File: config.mk
export PLATFORM = sky130hd
export DESIGN_NAME = multicycle_ctrlu_flat
export DESIGN_NICKNAME = d
export VERILOG_FILES = /design/src/rtl/multicycle_ctrlu_if.sv /design/src/rtl/multicycle_ctrlu.sv /design/src/flat_wrapper.sv
export SDC_FILE = /design/constraint.sdc
export NUM_CORES = 1
export LEC_CHECK = 0
export BUFFER_PORTS_ARGS = -buffer_cell sky130_fd_sc_hd__buf_2
export CAP_MARGIN = 0
export CORE_MARGIN = 4
export CORE_UTILIZATION = 35
export CTS_BUF_LIST = sky130_fd_sc_hd__clkbuf_16
export CTS_CLUSTER_SIZE = 40
export DETAILED_ROUTE_END_ITERATION = 12
export HOLD_SLACK_MARGIN = 0.15
export PLACE_DENSITY = 0.58
export SLEW_MARGIN = 30
export SYNTH_ARGS = -nofsm -noshare
export SYNTH_HDL_FRONTEND = slang
export SYNTH_SLANG_ARGS = --single-unit
File: constraint.sdc
create_clock -name clk -period 3.3 [get_ports clk]
set_input_delay 0.825 -clock clk [delete_from_list [all_inputs] [get_ports clk]]
set_output_delay 0.825 -clock clk [all_outputs]
set_load 0.02 [all_outputs]
File: src/rtl/multicycle_ctrlu_if.sv
// Control bundle between the multi-cycle sequencer and the RV32I datapath.
// Master is the control unit: it drives the datapath controls and reads back the instruction fields.
interface multicycle_ctrlu_if #(
  parameter int ALUCTRL_W = 3,
  parameter int CNT_W     = 32
);
  logic [6:0]           op;
  logic [2:0]           funct3;
  logic                 funct7b5;
  logic                 eq;
  logic                 mem_ready;
  logic                 pc_write;
  logic                 adr_src;
  logic                 mem_write;
  logic                 ir_write;
  logic [1:0]           result_src;
  logic [1:0]           alu_src_a;
  logic [1:0]           alu_src_b;
  logic [1:0]           imm_src;
  logic [ALUCTRL_W-1:0] alu_ctrl;
  logic                 reg_write;
  logic                 illegal;
  logic [CNT_W-1:0]     instret;

  modport master (
    input  op, funct3, funct7b5, eq, mem_ready,
    output pc_write, adr_src, mem_write, ir_write, result_src, alu_src_a,
           alu_src_b, imm_src, alu_ctrl, reg_write, illegal, instret
  );

  modport slave (
    output op, funct3, funct7b5, eq, mem_ready,
    input  pc_write, adr_src, mem_write, ir_write, result_src, alu_src_a,
           alu_src_b, imm_src, alu_ctrl, reg_write, illegal, instret
  );
endinterface

File: src/rtl/multicycle_ctrlu.sv
// Multi-cycle RV32I control unit: 3-5 cycles per instruction, waits on mem_ready in memory states.
// Outputs are combinational from state and instruction fields; enables are masked while rst is high.
module multicycle_ctrlu #(
  parameter bit MEM_HANDSHAKE = 1'b1,
  parameter int ALUCTRL_W     = 3,
  parameter int CNT_W         = 32
) (
  input  logic                clk,
  input  logic                rst,
  multicycle_ctrlu_if.master  bus
);

  typedef enum logic [3:0] {
    S_FETCH, S_DECODE, S_MEMADR, S_MEMREAD, S_MEMWB, S_MEMWRITE,
    S_EXECR, S_EXECI, S_ALUWB, S_BRANCH, S_JAL, S_TRAP
  } state_t;

  localparam logic [6:0] OP_LW  = 7'b0000011;
  localparam logic [6:0] OP_SW  = 7'b0100011;
  localparam logic [6:0] OP_R   = 7'b0110011;
  localparam logic [6:0] OP_I   = 7'b0010011;
  localparam logic [6:0] OP_BR  = 7'b1100011;
  localparam logic [6:0] OP_JAL = 7'b1101111;

  localparam logic [2:0] ALU_ADD = 3'b000;
  localparam logic [2:0] ALU_SUB = 3'b001;
  localparam logic [2:0] ALU_AND = 3'b010;
  localparam logic [2:0] ALU_OR  = 3'b011;
  localparam logic [2:0] ALU_SLT = 3'b101;

  state_t           state_q, state_d;
  logic [CNT_W-1:0] instret_q, instret_d;

  logic       mem_rdy;
  logic       alu_f3_ok;
  logic [2:0] alu_dec;
  logic       retire;

  logic       pc_write_c, adr_src_c, mem_write_c, ir_write_c, reg_write_c;
  logic [1:0] result_src_c, alu_src_a_c, alu_src_b_c, imm_src_c;
  logic [2:0] alu_op_c;

  assign mem_rdy   = MEM_HANDSHAKE ? bus.mem_ready : 1'b1;
  assign alu_f3_ok = (bus.funct3 == 3'b000) || (bus.funct3 == 3'b010) ||
                     (bus.funct3 == 3'b110) || (bus.funct3 == 3'b111);

  // funct7b5 only selects sub for register-register ops; addi ignores it
  always_comb begin
    alu_dec = ALU_ADD;
    case (bus.funct3)
      3'b000:  alu_dec = (state_q == S_EXECR && bus.funct7b5) ? ALU_SUB : ALU_ADD;
      3'b010:  alu_dec = ALU_SLT;
      3'b110:  alu_dec = ALU_OR;
      3'b111:  alu_dec = ALU_AND;
      default: alu_dec = ALU_ADD;
    endcase
  end

  always_comb begin
    state_d      = state_q;
    pc_write_c   = 1'b0;
    adr_src_c    = 1'b0;
    mem_write_c  = 1'b0;
    ir_write_c   = 1'b0;
    reg_write_c  = 1'b0;
    result_src_c = 2'b00;
    alu_src_a_c  = 2'b00;
    alu_src_b_c  = 2'b00;
    imm_src_c    = 2'b00;
    alu_op_c     = ALU_ADD;
    retire       = 1'b0;
    case (state_q)
      S_FETCH: begin
        alu_src_b_c  = 2'b10;
        result_src_c = 2'b10;
        ir_write_c   = mem_rdy;
        pc_write_c   = mem_rdy;
        if (mem_rdy) state_d = S_DECODE;
      end
      S_DECODE: begin
        alu_src_a_c = 2'b01;
        alu_src_b_c = 2'b01;
        case (bus.op)
          OP_SW:   imm_src_c = 2'b01;
          OP_BR:   imm_src_c = 2'b10;
          OP_JAL:  imm_src_c = 2'b11;
          default: imm_src_c = 2'b00;
        endcase
        case (bus.op)
          OP_LW, OP_SW: state_d = S_MEMADR;
          OP_R:         state_d = alu_f3_ok ? S_EXECR : S_TRAP;
          OP_I:         state_d = alu_f3_ok ? S_EXECI : S_TRAP;
          OP_BR:        state_d = (bus.funct3[2:1] == 2'b00) ? S_BRANCH : S_TRAP;
          OP_JAL:       state_d = S_JAL;
          default:      state_d = S_TRAP;
        endcase
      end
      S_MEMADR: begin
        alu_src_a_c = 2'b10;
        alu_src_b_c = 2'b01;
        imm_src_c   = (bus.op == OP_SW) ? 2'b01 : 2'b00;
        state_d     = (bus.op == OP_SW) ? S_MEMWRITE : S_MEMREAD;
      end
      S_MEMREAD: begin
        adr_src_c = 1'b1;
        if (mem_rdy) state_d = S_MEMWB;
      end
      S_MEMWB: begin
        result_src_c = 2'b01;
        reg_write_c  = 1'b1;
        retire       = 1'b1;
        state_d      = S_FETCH;
      end
      S_MEMWRITE: begin
        adr_src_c   = 1'b1;
        mem_write_c = 1'b1;
        retire      = mem_rdy;
        if (mem_rdy) state_d = S_FETCH;
      end
      S_EXECR: begin
        alu_src_a_c = 2'b10;
        alu_op_c    = alu_dec;
        state_d     = S_ALUWB;
      end
      S_EXECI: begin
        alu_src_a_c = 2'b10;
        alu_src_b_c = 2'b01;
        alu_op_c    = alu_dec;
        state_d     = S_ALUWB;
      end
      S_ALUWB: begin
        reg_write_c = 1'b1;
        retire      = 1'b1;
        state_d     = S_FETCH;
      end
      S_BRANCH: begin
        alu_src_a_c = 2'b10;
        alu_op_c    = ALU_SUB;
        pc_write_c  = (bus.funct3 == 3'b000 && bus.eq) || (bus.funct3 == 3'b001 && !bus.eq);
        retire      = 1'b1;
        state_d     = S_FETCH;
      end
      S_JAL: begin
        alu_src_a_c = 2'b01;
        alu_src_b_c = 2'b10;
        pc_write_c  = 1'b1;
        state_d     = S_ALUWB;
      end
      S_TRAP:  state_d = S_TRAP;
      default: state_d = S_FETCH;
    endcase
    instret_d = instret_q + CNT_W'(retire);
  end

  always_ff @(posedge clk or posedge rst) begin
    if (rst) begin
      state_q   <= S_FETCH;
      instret_q <= '0;
    end else begin
      state_q   <= state_d;
      instret_q <= instret_d;
    end
  end

  // Enables drop combinationally with rst so a mid-instruction reset never writes back
  assign bus.pc_write   = pc_write_c  & ~rst;
  assign bus.ir_write   = ir_write_c  & ~rst;
  assign bus.mem_write  = mem_write_c & ~rst;
  assign bus.reg_write  = reg_write_c & ~rst;
  assign bus.adr_src    = adr_src_c;
  assign bus.result_src = result_src_c;
  assign bus.alu_src_a  = alu_src_a_c;
  assign bus.alu_src_b  = alu_src_b_c;
  assign bus.imm_src    = imm_src_c;
  assign bus.alu_ctrl   = ALUCTRL_W'(alu_op_c);
  assign bus.illegal    = (state_q == S_TRAP);
  assign bus.instret    = instret_q;

endmodule

File: src/flat_wrapper.sv
// flat-port wrapper written by rule: the top's interface ports become plain ports
module multicycle_ctrlu_flat 
#(
  parameter bit MEM_HANDSHAKE = 1'b1,
  parameter int ALUCTRL_W     = 3,
  parameter int CNT_W         = 32
)
  (clk, rst, bus_op, bus_funct3, bus_funct7b5, bus_eq, bus_mem_ready, bus_pc_write, bus_adr_src, bus_mem_write, bus_ir_write, bus_result_src, bus_alu_src_a, bus_alu_src_b, bus_imm_src, bus_alu_ctrl, bus_reg_write, bus_illegal, bus_instret);
  multicycle_ctrlu_if #(.ALUCTRL_W(ALUCTRL_W), .CNT_W(CNT_W)) bus_i ();
  input  logic clk;
  input  logic rst;
  input wire logic [$bits(bus_i.op)-1:0] bus_op;
  input wire logic [$bits(bus_i.funct3)-1:0] bus_funct3;
  input wire logic [$bits(bus_i.funct7b5)-1:0] bus_funct7b5;
  input wire logic [$bits(bus_i.eq)-1:0] bus_eq;
  input wire logic [$bits(bus_i.mem_ready)-1:0] bus_mem_ready;
  output wire logic [$bits(bus_i.pc_write)-1:0] bus_pc_write;
  output wire logic [$bits(bus_i.adr_src)-1:0] bus_adr_src;
  output wire logic [$bits(bus_i.mem_write)-1:0] bus_mem_write;
  output wire logic [$bits(bus_i.ir_write)-1:0] bus_ir_write;
  output wire logic [$bits(bus_i.result_src)-1:0] bus_result_src;
  output wire logic [$bits(bus_i.alu_src_a)-1:0] bus_alu_src_a;
  output wire logic [$bits(bus_i.alu_src_b)-1:0] bus_alu_src_b;
  output wire logic [$bits(bus_i.imm_src)-1:0] bus_imm_src;
  output wire logic [$bits(bus_i.alu_ctrl)-1:0] bus_alu_ctrl;
  output wire logic [$bits(bus_i.reg_write)-1:0] bus_reg_write;
  output wire logic [$bits(bus_i.illegal)-1:0] bus_illegal;
  output wire logic [$bits(bus_i.instret)-1:0] bus_instret;
  assign bus_i.op = bus_op;
  assign bus_i.funct3 = bus_funct3;
  assign bus_i.funct7b5 = bus_funct7b5;
  assign bus_i.eq = bus_eq;
  assign bus_i.mem_ready = bus_mem_ready;
  assign bus_pc_write = bus_i.pc_write;
  assign bus_adr_src = bus_i.adr_src;
  assign bus_mem_write = bus_i.mem_write;
  assign bus_ir_write = bus_i.ir_write;
  assign bus_result_src = bus_i.result_src;
  assign bus_alu_src_a = bus_i.alu_src_a;
  assign bus_alu_src_b = bus_i.alu_src_b;
  assign bus_imm_src = bus_i.imm_src;
  assign bus_alu_ctrl = bus_i.alu_ctrl;
  assign bus_reg_write = bus_i.reg_write;
  assign bus_illegal = bus_i.illegal;
  assign bus_instret = bus_i.instret;
  multicycle_ctrlu #(.MEM_HANDSHAKE(MEM_HANDSHAKE), .ALUCTRL_W(ALUCTRL_W), .CNT_W(CNT_W)) u_core (.clk(clk), .rst(rst), .bus(bus_i));
endmodule
==> impl_metrics.toml <==
[clock_tree]
cts_tree = "built"
cts.path.max_buffers = 2
numCtsBuffers = 5
clk_pin_slew_worst_paths_ns = 0.05
clock-root-buffer = "clkbuf_16"
cts.sinks = 36
cts.repair.resized = 0
htreeDepth = 2
ctsHoldBuffers = 0
clock_latency_ns = 0.27
cts_setup_buffers = 0

[critical_path]
critPathBufInv = 3
cp-start-kind = "input pin"
critPathRequiredTime_ns = 2.47
path_class = "input pin to output pin"
critPathCaptureType = "output pin"
crit_fanout = 4
cp_slowest_stage_delay_ns = 0.39
critical_path_arrival_ns = 2.22
worstPathCellList = "buf_2, or3_4, nor4_1, buf_4, o21ai_1, a211oi_2, buf_2"
cp_common_cell = "buf_2"
critical-path-top-delay-family = "simple AND/OR/NAND/NOR gates"
cp_slowest_cell = "or3_4"

[placed_design]
placed_cells = 357
io_buffers = 63
dp_hpwl_um = 3700
placed_cell_area_um2 = 2490
gp_congestion = 0.754
post-place-ws_ns = 0.287

[final_layout]
instances_no_fill = 365
area_delta_synth_final_pct = 27.6
drive_above_1_share_pct = 28.7
layout_commonest_cell = "buf_2"
fin_area_um2 = 2640
nets = 309
n_antenna_cell = 0
mostFrequentLayoutCells = "63 x buf_2, 36 x dfrtp_1, 27 x xnor2_1"

[timing]
rsz0062_at_grt = "no"
worst_slack_ns = 0.257
finalHoldViolCount = 0
clock.fmax_mhz = 329
fin_setup_tns_ns = 0
slew_viol_final = 0
fin_skew_ns = 0.00247
slew_headroom_pct = 60.8
setup_viol = 0
worst_pin_slew_ns = 0.584
fin_crit_sh_pct = 92.2
min_period_ns = 3.04

[global_route]
grt_pass1_wl_um = 8400
grt_pass1_vias = 1773
grt_max_degree = 37
grt.overflow.total = 0
track_usage_pct = 14.1
antenna_found_initial = 0

[synth]
ys_types = 44
synth_flop_cell = "dfrtp_1"
synth_nets = 240
synth_edf_count = 0
synth_top_area_cell = "dfrtp_1"
yosysTopAreaCellShare_pct = 43.6
synth_area_um2 = 2070
syn_inst = 223
synth.top_cells.by_area = "dfrtp_1 44%, xnor2_1 11%, nand4_1 3.9%, nand3_1 3.9%, nor2_1 3.5%"
synthArstFlopShare_pct = 100
ys_ff_latch = 36
yosysWarnings = 0
avgSynthCellArea_um2 = 9.27
ys_seq_area_share_pct = 43.6

[floorplan]
die-area_um2 = 7200
die_h_um = 84.9
io_pins = 64
start_util_pct = 36.9
fp.dieW_um = 84.9
core_um2 = 5610
rows = 27

[routing]
vias_per_cell = 5.12
wire_per_inst_um = 13.6
via_count = 1869
first_pass_iters = 4
drt_iter0_drc = 65
drc_errors = 0
wl_um = 4950
final_antenna_net_count = 0

[power_and_ir_drop]
p_per_area_nw_per_um2 = 674
vdd_ir_drop_max_mv = 0.373
p_leak_uw = 0.00130
finalPower_uw = 1780

[outcome]
status = "finished clean"

[min_path]
hold_class = "flop to flop"

[job]
maxCapViolCount = 0
==> registers in the layout (all words and copies together) (netlist names) <==
signal,flops
u_core.bus.instret,32
u_core.state_q,4
==> synth_stat cells (4+ instances only) <==
library cell  number
nor2_1            19
nand2_1           16
clkbuf_1           5
and3_1             7
nand2b_1           7
nor3_1             5
xor2_1             7
dfrtp_1           36
nand4_1           13
nor2b_1            5
nand3_1           16
o21ai_0            7
nor4_1             4
a21oi_1            6
xnor2_1           27
inv_1              9
==> area by class of cell <==
type                       count  area, um^2
clock buffer                   5         125
clock inverter                 3        15.0
fill                         575        2970
inverter                       9        33.8
multi-input combinational    170        1100
sequential                    36         901
tap                           72        90.1
timing repair buffer          70         368
==> routing by layer <==
metal / routed length (um) / vias to the layer above / track usage [%]
li1: - / 930 / -
met3: 307 / 5 / 3.30
met5: 0 / - / 0
met4: 57 / 0 / 3.45
met1: 2240 / 874 / 18.5
met2: 2340 / 60 / 23.5
==> where the power goes <==
group	switching [uW]	total (uW)	internal, uW	leakage, uW
sequential	85.7	586	501	0.000489
combinational	462	754	292	0.000747
clock	165	439	274	0.0000687
==> path summary, 6_finish.rpt <==
kind,from,endpoint,slack [ns],cells after the start
max in group asynchronous,rst,u_core.bus.instret[22],2.25,3
worst min-delay path,u_core.bus.instret[31],u_core.bus.instret[31],0.46,1
min in group asynchronous,rst,u_core.bus.instret[24],0.74,3
worst max register to register,u_core.state_q[2],u_core.bus.instret[12],0.86,10
worst max-delay path,bus_op[3],bus_imm_src[0],0.26,7
worst min register to register,u_core.bus.instret[31],u_core.bus.instret[31],0.46,1
==> metrics by stage <==
step	utilization, %	hold slack (ns)
2_1_floorplan	-	0.571
3_3_place_gp	44.4	0.457
3_5_place_dp	44.4	0.461
4_1_cts	46.9	0.473
5_1_grt	47.0	0.500
6_report	47.0	0.464
==> worst reg2reg max path, delay by kind of cell, from the launching register on <==
kind,cells,cell delay (ns)
buf+inv,1,0.17
flops,1,0.53
compound gates,1,0.08
fa+ha+maj,2,0.47
xor+xnor,1,0.14
simple gates,5,0.92
==> cells by family (layout without fill, tap and decap cells) <==
| kind of cell | count (synthesis) | in the layout | share of synthesized area, % |
|---|---|---|---|
| AND/OR/NAND/NOR | 106 | 106 | 28.3 |
| flip-flops | 36 | 36 | 43.6 |
| XOR/XNOR | 34 | 34 | 14.4 |
| AO/OA/AOI/OAI | 28 | 28 | 9.14 |
| buffers and inverters | 17 | 87 | 3.39 |
| adder cells (fa/ha/maj) | 2 | 2 | 1.21 |
Note: power is estimated with default switching activity, not from simulation.
